==> src/rtl/spi_crc_pkg.sv <==
// Shared constants, CRC parameters and FSM encoding for the CRC-protected SPI master.
package spi_crc_pkg;

    localparam logic [7:0] CRC_POLY = 8'h1D;
    localparam logic [7:0] CRC_INIT = 8'hFF;
    localparam int         DATA_W   = 24;
    localparam int         CRC_W    = 8;
    localparam int         FRAME_W  = 32;

    typedef enum logic [2:0] {
        ST_IDLE   = 3'd0,
        ST_SETUP  = 3'd1,
        ST_SCK_HI = 3'd2,
        ST_SCK_LO = 3'd3,
        ST_HOLD   = 3'd4,
        ST_GAP    = 3'd5
    } spi_state_e;

endpackage

==> src/rtl/crc8_calc.sv <==
// Combinational CRC8 (poly 0x1D, init 0xFF, no reflection, no final XOR) over a 24-bit word, MSB first.
module crc8_calc
    import spi_crc_pkg::*;
(
    input  logic [DATA_W-1:0] data,
    output logic [CRC_W-1:0]  crc
);

    logic [CRC_W-1:0] acc;

    always_comb begin
        acc = CRC_INIT;
        for (int i = DATA_W - 1; i >= 0; i--) begin
            if (acc[CRC_W-1] ^ data[i]) begin
                acc = {acc[CRC_W-2:0], 1'b0} ^ CRC_POLY;
            end else begin
                acc = {acc[CRC_W-2:0], 1'b0};
            end
        end
        crc = acc;
    end

endmodule

==> src/rtl/spi_master_crc.sv <==
// SPI master sending a 24-bit payload plus CRC8 as one 32-bit frame, checking the CRC of the received frame.
module spi_master_crc
    import spi_crc_pkg::*;
#(
    parameter int CLK_DIV = 4
) (
    input  logic              clk,
    input  logic              rst,
    input  logic              start,
    input  logic [DATA_W-1:0] tx_data,
    output logic              busy,
    output logic              done,
    output logic [DATA_W-1:0] rx_data,
    output logic              rx_crc_ok,
    output logic              sck,
    output logic              csn,
    output logic              mosi,
    input  logic              miso,
    output spi_state_e        dbg_state
);

    localparam logic [7:0] DIV_LAST = 8'(CLK_DIV - 1);

    spi_state_e         state, state_nx;
    logic [7:0]         div_cnt;
    logic [5:0]         bit_cnt;
    logic [FRAME_W-1:0] tx_sr, rx_sr;
    logic [CRC_W-1:0]   tx_crc, rx_crc;
    logic               timer_done, last_bit;

    assign timer_done = (div_cnt == DIV_LAST);
    assign last_bit   = (bit_cnt == 6'd31);
    assign dbg_state  = state;

    crc8_calc u_crc_tx (.data(tx_data),                   .crc(tx_crc));
    crc8_calc u_crc_rx (.data(rx_sr[FRAME_W-1:CRC_W]),    .crc(rx_crc));

    always_ff @(posedge clk) begin
        if (rst) state <= ST_IDLE;
        else     state <= state_nx;
    end

    // The 32nd high phase skips SCK_LO: HOLD itself is the final low half-period.
    always_comb begin
        state_nx = state;
        case (state)
            ST_IDLE:   if (start)      state_nx = ST_SETUP;
            ST_SETUP:  if (timer_done) state_nx = ST_SCK_HI;
            ST_SCK_HI: if (timer_done) state_nx = last_bit ? ST_HOLD : ST_SCK_LO;
            ST_SCK_LO: if (timer_done) state_nx = ST_SCK_HI;
            ST_HOLD:   if (timer_done) state_nx = ST_GAP;
            ST_GAP:    if (timer_done) state_nx = ST_IDLE;
            default:                   state_nx = ST_IDLE;
        endcase
    end

    always_comb begin
        busy = 1'b1;
        csn  = 1'b0;
        sck  = 1'b0;
        mosi = tx_sr[FRAME_W-1];
        case (state)
            ST_IDLE: begin
                busy = 1'b0;
                csn  = 1'b1;
                mosi = 1'b0;
            end
            ST_GAP: begin
                csn  = 1'b1;
                mosi = 1'b0;
            end
            ST_SCK_HI: sck = 1'b1;
            default: ;
        endcase
    end

    always_ff @(posedge clk) begin
        if (rst) begin
            div_cnt   <= '0;
            bit_cnt   <= '0;
            tx_sr     <= '0;
            rx_sr     <= '0;
            done      <= 1'b0;
            rx_data   <= '0;
            rx_crc_ok <= 1'b0;
        end else begin
            done <= 1'b0;
            if (state == ST_IDLE || state_nx != state) div_cnt <= '0;
            else                                       div_cnt <= div_cnt + 8'd1;

            if (state == ST_IDLE && start) begin
                tx_sr   <= {tx_data, tx_crc};
                rx_sr   <= '0;
                bit_cnt <= '0;
            end
            // Next bit goes out as sck rises; miso is captured as sck falls.
            if (state == ST_SCK_LO && timer_done) tx_sr <= {tx_sr[FRAME_W-2:0], 1'b0};
            if (state == ST_SCK_HI && timer_done) begin
                rx_sr   <= {rx_sr[FRAME_W-2:0], miso};
                bit_cnt <= bit_cnt + 6'd1;
            end
            if (state == ST_HOLD && timer_done) begin
                done      <= 1'b1;
                rx_data   <= rx_sr[FRAME_W-1:CRC_W];
                rx_crc_ok <= (rx_crc == rx_sr[CRC_W-1:0]);
            end
        end
    end

endmodule

==> config.mk <==
export PLATFORM = sky130hd
export DESIGN_NAME = spi_master_crc
export DESIGN_NICKNAME = d
export VERILOG_FILES = /design/src/rtl/spi_crc_pkg.sv /design/src/rtl/crc8_calc.sv /design/src/rtl/spi_master_crc.sv
export SDC_FILE = /design/constraint.sdc
export NUM_CORES = 1
export LEC_CHECK = 0
export ABC_CLOCK_PERIOD_IN_PS = 2900
export BUFFER_PORTS_ARGS = -buffer_cell sky130_fd_sc_hd__buf_2
export CAP_MARGIN = 20
export CORE_MARGIN = 3
export CORE_UTILIZATION = 50
export CTS_CLUSTER_DIAMETER = 40
export DETAILED_ROUTE_END_ITERATION = 8
export PLACE_DENSITY = 0.69
export SLEW_MARGIN = 25
export SYNTH_ARGS = -nofsm -noshare
export SYNTH_HDL_FRONTEND = slang
export SYNTH_SLANG_ARGS = --single-unit
export TNS_END_PERCENT = 50
==> constraint.sdc <==
create_clock -name clk -period 2.9 [get_ports clk]
set_input_delay 0.58 -clock clk [delete_from_list [all_inputs] [get_ports clk]]
set_output_delay 0.58 -clock clk [all_outputs]
set_load 0.05 [all_outputs]
==> results of run 1 <==
[worst min-delay path, stage by stage, from the launching register on]
cell     delay [ns]
dfxtp_1        0.32
nand2_1        0.05
a21oi_1        0.05
[synth_stat cells (4+ instances only)]
cell,count,share of area [%]
o21ai_0,4,0.36
xor2_1,20,3.1
xnor2_1,65,10
nand2b_1,4,0.45
nand2_1,74,5.0
a22oi_1,30,4.0
mux2i_1,27,4.8
a21oi_1,69,6.2
nand3_1,43,3.9
dfxtp_1,107,38
xnor3_1,21,8.5
clkbuf_1,40,2.7
xor3_1,4,1.7
nor3_1,8,0.72
nor2_1,51,3.4
inv_1,4,0.27
[path summary, 6_finish.rpt]
| kind | depth (start not counted) | slack [ns] | start | to |
|---|---|---|---|---|
| hold / removal | 2 | 0.46 | tx_sr[10]$_SDFFE_PP0P_ | tx_sr[10]$_SDFFE_PP0P_ |
| setup / recovery | 9 | 0.28 | div_cnt[0]$_SDFF_PP0_ | tx_sr[16]$_SDFFE_PP0P_ |
| hold reg to reg | 2 | 0.46 | tx_sr[10]$_SDFFE_PP0P_ | tx_sr[10]$_SDFFE_PP0P_ |
| setup reg to reg | 9 | 0.28 | div_cnt[0]$_SDFF_PP0_ | tx_sr[16]$_SDFFE_PP0P_ |
[area by class of cell]
cell class | count | area (um2)
Timing Repair Buffer | 75 | 413
Inverter | 4 | 15.0
Sequential cell | 107 | 2140
Tap cell | 136 | 170
Multi-Input combinational cell | 451 | 3260
Clock inverter | 7 | 75.1
Clock buffer | 9 | 124
Fill cell | 967 | 4400
[cell families (layout without fill, tap and decap cells)]
group | count (synthesis) | after routing | synth area share [%]
AND/OR/NAND/NOR | 193 | 193 | 15.1
XOR/XNOR | 117 | 117 | 26.0
AO/OA/AOI/OAI | 112 | 112 | 11.9
flip-flops | 107 | 107 | 38.4
buffers and inverters | 48 | 95 | 3.29
multiplexers | 27 | 27 | 4.84
adder cells (fa/ha/maj) | 2 | 2 | 0.448
[registers in the layout, indices dropped and copies added (netlist names)]
register and cells:
rx_sr 32, tx_sr 32, rx_data 24, div_cnt 8, bit_cnt 6, dbg_state 3, done 1, rx_crc_ok 1
[power groups by stage]
stage | Clock, mW | Combinational (mW) | Sequential, mW
2_1_floorplan | 0 | 0.771 | 1.60
3_3_place_gp | 0 | 0.908 | 1.60
3_5_place_dp | 0 | 0.932 | 1.60
4_1_cts | 0.965 | 0.940 | 1.57
5_1_grt | 1.02 | 1.02 | 1.58
6_report | 0.944 | 0.933 | 1.57
[metrics by stage]
stage / std cells / worst slack (ns) / area, um2 / util, % / total power [mW]
after floorplan: 606 / 0.119 / 5580 / - / 2.37
after CTS: 789 / 0.271 / 6200 / 58.5 / 3.48
after detailed placement: 773 / 0.0741 / 6000 / 56.6 / 2.54
final: 789 / 0.282 / 6200 / 58.5 / 3.45
after global placement: 773 / 0.152 / 6000 / 56.6 / 2.51
after global routing: 789 / 0.0498 / 6200 / 58.5 / 3.61
[per-layer routing]
| metal | routed length [um] | share of wire, % | global-route usage [%] | vias up |
|---|---|---|---|---|
| met5 | 0 | 0 | 0 | - |
| met4 | 146 | 1.2 | 6.00 | 0 |
| met2 | 5730 | 48 | 31.6 | 96 |
| li1 | - | - | - | 2148 |
| met3 | 483 | 4.1 | 2.66 | 11 |
| met1 | 5550 | 47 | 26.3 | 2088 |
[layout by cell type (no fill, tap or decap), types with 7 or more instances in the layout]
cell type	netlist	final
dfxtp_1	107	107
nand2_1	74	74
a21oi_1	69	69
xnor2_1	65	65
buf_2	3	60
nor2_1	51	50
nand3_1	43	43
a22oi_1	30	30
mux2i_1	27	27
xnor3_1	21	21
xor2_1	20	20
buf_4	0	15
clkbuf_8	0	9
nor3_1	8	7
==> out/metrics.cfg, run 1 <==
[power_and_ir_drop]
ir_drop_uv=378
power_frac_comb_pct=27.1
cell_internal_pwr_mw=2.46
clkPwrFrac_pct=27.4
p_per_area_nw_per_um2=556
p_sw_share_pct=28.6
power.switching_uw=987
p_seq_share_pct=45.6
power_leakage_nw=2.60

[synth]
synth-main-ff-cell=dfxtp_1
yosysSeqAreaShare_pct=38.4
yosysUniqueCellTypes=41
synth_nets=636
ys_warn_count=0
synth-edff-count=0
synth_area_per_cell_um2=9.21
synth_seq_cells=107
syn_inst=606
async_flop_share_pct=0
netlist_area_um2=5580

[worst_setup_path]
cp_top_family=simple AND/OR/NAND/NOR gates
worstPathMaxFanout=16
path_cells=ha_1, nor4b_1, and2_1, nand2_1, nor2_2, nor2_1, buf_4, nand2_1, a21oi_1
crit_buf_inv=1
cp_slowest_cell=nor2_1
worstPathArrival_ns=2.92
cp.required_ns=3.20
critPathMaxStageDelay_ns=0.73
path_class=flip-flop to flip-flop
start_kind=flip-flop
worst_setup_path_end_kind=flip-flop
cpMostUsedCell=nand2_1

[global_route]
grt_pass1_wl_um=20100
overflow=0
grt_pass1_vias=4122
antenna_found_initial=0
grt_start_max_net_pins=65
grt_usage_pct=19.2

[timing]
rsz0062_at_grt=no
worst_pin_slew_ns=0.969
finalMaxSlewViolations=0
finalSetupTns_ns=0
fmax_mhz=382
skew_ns=0.0167
hold_slack_ns=0.462
post-route-period-util_pct=90.3
maxSlewHeadroom_pct=35.2
hold_viol_final=0
fin_crit_ns=2.62
final-setup-viol-count=0

[clock_network]
cts_resized=0
cts_tree=yes
cts_root_buffer=clkbuf_8
clk_latency_ns=0.37
clk_pin_slew_ns=0.11
postCtsSetupBuffers=0
cts_buffers=9
cts_buffer_depth=2
htreeDepth=3
hold_buffers=0
cts_sinks=107

[floorplanning]
die_x_um=112
coreArea_um2=10600
dieHeight_um=112
start_util_pct=52.6
io_pins=61
std_cell_rows=37
dieArea_um2=12500

[route]
ant_nets=0
totalWireLength_um=11900
wire_per_inst_um=15.1
viasPerCell=5.50
detailroute.via_count=4343
drt_iter0_markers=239
firstDrtPassIters=5
drt_drc_violations_left=0

[final_layout]
fin_nets=678
area_delta_synth_final_pct=11.1
antennaDiodeCount=0
final_layout_size_suffix_gt1_share_pct=15.8

[hold_path]
hp-class=flip-flop to flip-flop

[placed_design]
hpwl_um=8620
gp_congestion=0.882
io_buffers=60

[status]
outcome=finished, final reports clean

[job]
max_cap_violations=0

(Power assumes the default switching activity.)
==> run 2, diff against run 1 <==
--- a/config.mk
+++ b/config.mk
@@ -8,11 +8,13 @@
 export ABC_CLOCK_PERIOD_IN_PS = 2900
 export BUFFER_PORTS_ARGS = -buffer_cell sky130_fd_sc_hd__buf_2
 export CAP_MARGIN = 20
+export CELL_PAD_IN_SITES_DETAIL_PLACEMENT = 0
+export CELL_PAD_IN_SITES_GLOBAL_PLACEMENT = 1
 export CORE_MARGIN = 3
-export CORE_UTILIZATION = 50
+export CORE_UTILIZATION = 45
 export CTS_CLUSTER_DIAMETER = 40
 export DETAILED_ROUTE_END_ITERATION = 8
-export PLACE_DENSITY = 0.69
+export PLACE_DENSITY = 0.79
 export SLEW_MARGIN = 25
 export SYNTH_ARGS = -nofsm -noshare
 export SYNTH_HDL_FRONTEND = slang
==> out/metrics.cfg, run 2 (synthesized netlist as in run 1, its figures left out) <==
[route]
firstDrtPassIters=5  ; unchanged
totalWireLength_um=11800  ; was 11900 um
detailroute.via_count=4229  ; was 4343
wire_per_inst_um=14.5  ; was 15.1 um
viasPerCell=5.17  ; was 5.50
drt_drc_violations_left=0  ; unchanged
ant_nets=0  ; unchanged
drt_iter0_markers=320  ; was 239

[global_route]
overflow=0  ; unchanged
grt_pass1_wl_um=20100  ; about the same
grt_start_max_net_pins=98  ; was 65
grt_pass1_vias=4062  ; was 4122
antenna_found_initial=0  ; unchanged
grt_usage_pct=17.7  ; was 19.2%

[power_and_ir_drop]
p_per_area_nw_per_um2=599  ; was 556 nW/um2
p_seq_share_pct=41.4  ; was 45.6%
p_sw_share_pct=26.1  ; was 28.6%
cell_internal_pwr_mw=2.81  ; was 2.46 mW
clkPwrFrac_pct=34.3  ; was 27.4%
power_leakage_nw=2.64  ; was 2.60 nW
power_frac_comb_pct=24.4  ; was 27.1%
ir_drop_uv=609  ; was 378 uV
power.switching_uw=991  ; was 987 uW

[timing]
maxSlewHeadroom_pct=33.3  ; was 35.2%
finalSetupTns_ns=0  ; unchanged
skew_ns=0.0105  ; was 0.0167 ns
worst_pin_slew_ns=1.00  ; was 0.969 ns
hold_viol_final=0  ; unchanged
fmax_mhz=384  ; was 382 MHz
rsz0062_at_grt=no  ; unchanged
finalMaxSlewViolations=0  ; unchanged
fin_crit_ns=2.60  ; was 2.62 ns
final-setup-viol-count=0  ; unchanged
post-route-period-util_pct=89.8  ; was 90.3%

[final_layout]
nFillCells=1150  ; was 967
utilization_pct=52.6  ; was 58.5%
layout_common_cells=dfxtp_1 (107), nand2_1 (74), a21oi_1 (69)  ; unchanged
area_delta_synth_final_pct=13.7  ; was 11.1%
fin_nets=675  ; was 678
top_regs=rx_sr x32, tx_sr x32, rx_data x24  ; unchanged
antennaDiodeCount=0  ; unchanged
final_layout_size_suffix_gt1_share_pct=15.5  ; was 15.8%
final_common_cell=dfxtp_1  ; unchanged
finalInstanceArea_um2=6340  ; was 6200 um2

[clock_network]
hold_buffers=0  ; unchanged
htreeDepth=3  ; unchanged
cts_tree=yes  ; unchanged
cts_buffers=9  ; unchanged
cts_resized=0  ; unchanged
clk_latency_ns=0.35  ; was 0.37 ns
cts_buffer_depth=2  ; unchanged
cts_sinks=107  ; unchanged
postCtsSetupBuffers=0  ; unchanged
clk_pin_slew_ns=0.07  ; was 0.11 ns
cts_root_buffer=clkbuf_16  ; was clkbuf_8

[floorplanning]
coreArea_um2=12100  ; was 10600 um2
dieHeight_um=117  ; was 112 um
dieArea_um2=13800  ; was 12500 um2
start_util_pct=46.3  ; was 52.6%
std_cell_rows=40  ; was 37
die_x_um=117  ; was 112 um
io_pins=61  ; unchanged

[worst_setup_path]
cp.required_ns=3.16  ; was 3.20 ns
worstPathMaxFanout=6  ; was 16
path_cells=xnor3_1, xor2_1, xor3_1, xnor3_1, and2_1, mux2i_1, o41ai_2  ; was ha_1, nor4b_1, and2_1, nand2_1, nor2_2, nor2_1, buf_4, nand2_1, a21oi_1
worstPathArrival_ns=2.87  ; was 2.92 ns
critPathMaxStageDelay_ns=0.49  ; was 0.73 ns
cp_top_family=XOR/XNOR gates  ; was simple AND/OR/NAND/NOR gates
start_kind=flip-flop  ; unchanged
worst_setup_path_end_kind=flip-flop  ; unchanged
cp_slowest_cell=dfxtp_1  ; was nor2_1
crit_buf_inv=0  ; was 1
cpMostUsedCell=xnor3_1  ; was nand2_1
path_class=flip-flop to flip-flop  ; unchanged

[placed_design]
io_buffers=60  ; unchanged
hpwl_um=8200  ; was 8620 um
placed_cell_area_um2=6030  ; was 6000 um2
gp_congestion=0.866  ; was 0.882

[status]
outcome=finished, final reports clean  ; unchanged

[job]
max_cap_violations=0  ; unchanged

[hold_path]
hp-class=flip-flop to flip-flop  ; unchanged

-- run 2: cell types whose count changed in the layout (fill, tap and decap cells not counted), moves of 2 or more --
cell / change
clkbuf_16: +9
clkbuf_8: -9
inv_6: -2
buf_4: -3
-- run 2: worst min-delay path, delay by kind of cell, from the launching register on --
family	cells	cell delay, ns
flops	1	0.31
simple gates	1	0.05
compound gates	1	0.05
-- run 2: area by class of cell --
class	count	area (um2)	area share (%)
multi-input combinational	451	3270	51.5
tap	168	210	3.31
sequential	107	2140	33.8
clock inverter	7	91.3	1.44
clock buffer	9	225	3.55
timing repair buffer	72	390	6.15
inverter	4	15.0	0.237
-- run 2: worst paths after layout --
check	startpoint	to	slack [ns]	cells past startpoint
worst min-delay path	tx_sr[26]$_SDFFE_PP0P_	tx_sr[26]$_SDFFE_PP0P_	0.46	2
worst max register to register	rx_sr[13]$_SDFFE_PP0P_	rx_crc_ok$_SDFFE_PP0P_	0.30	7
worst max-delay path	rx_sr[13]$_SDFFE_PP0P_	rx_crc_ok$_SDFFE_PP0P_	0.30	7
worst min register to register	tx_sr[26]$_SDFFE_PP0P_	tx_sr[26]$_SDFFE_PP0P_	0.46	2
-- run 2: power by group through the flow --
stage	logic (mW)	clock network, mW	registers, mW
6_report	0.926	1.30	1.57
5_1_grt	1.01	1.41	1.58
4_1_cts	0.932	1.35	1.57
3_5_place_dp	0.928	0	1.60
2_1_floorplan	0.771	0	1.60
3_3_place_gp	0.912	0	1.60
-- run 2: per-stage QoR --
step	std cells	total power, mW	worst slack [ns]	hold WS [ns]
after floorplan	606	2.37	0.119	0.430
after global placement	802	2.52	0.128	0.440
after detailed placement	802	2.53	0.0471	0.446
after CTS	818	3.85	0.250	0.453
after global routing	818	4.00	0.0936	0.470
final	818	3.80	0.296	0.455
-- run 2: metal layers --
metal	part of all wire, %	track usage (%)	vias up
met5	0	0	-
met4	0.96	4.18	0
met3	4.3	4.73	8
met2	47	28.5	87
met1	47	23.8	1997
li1	-	-	2137
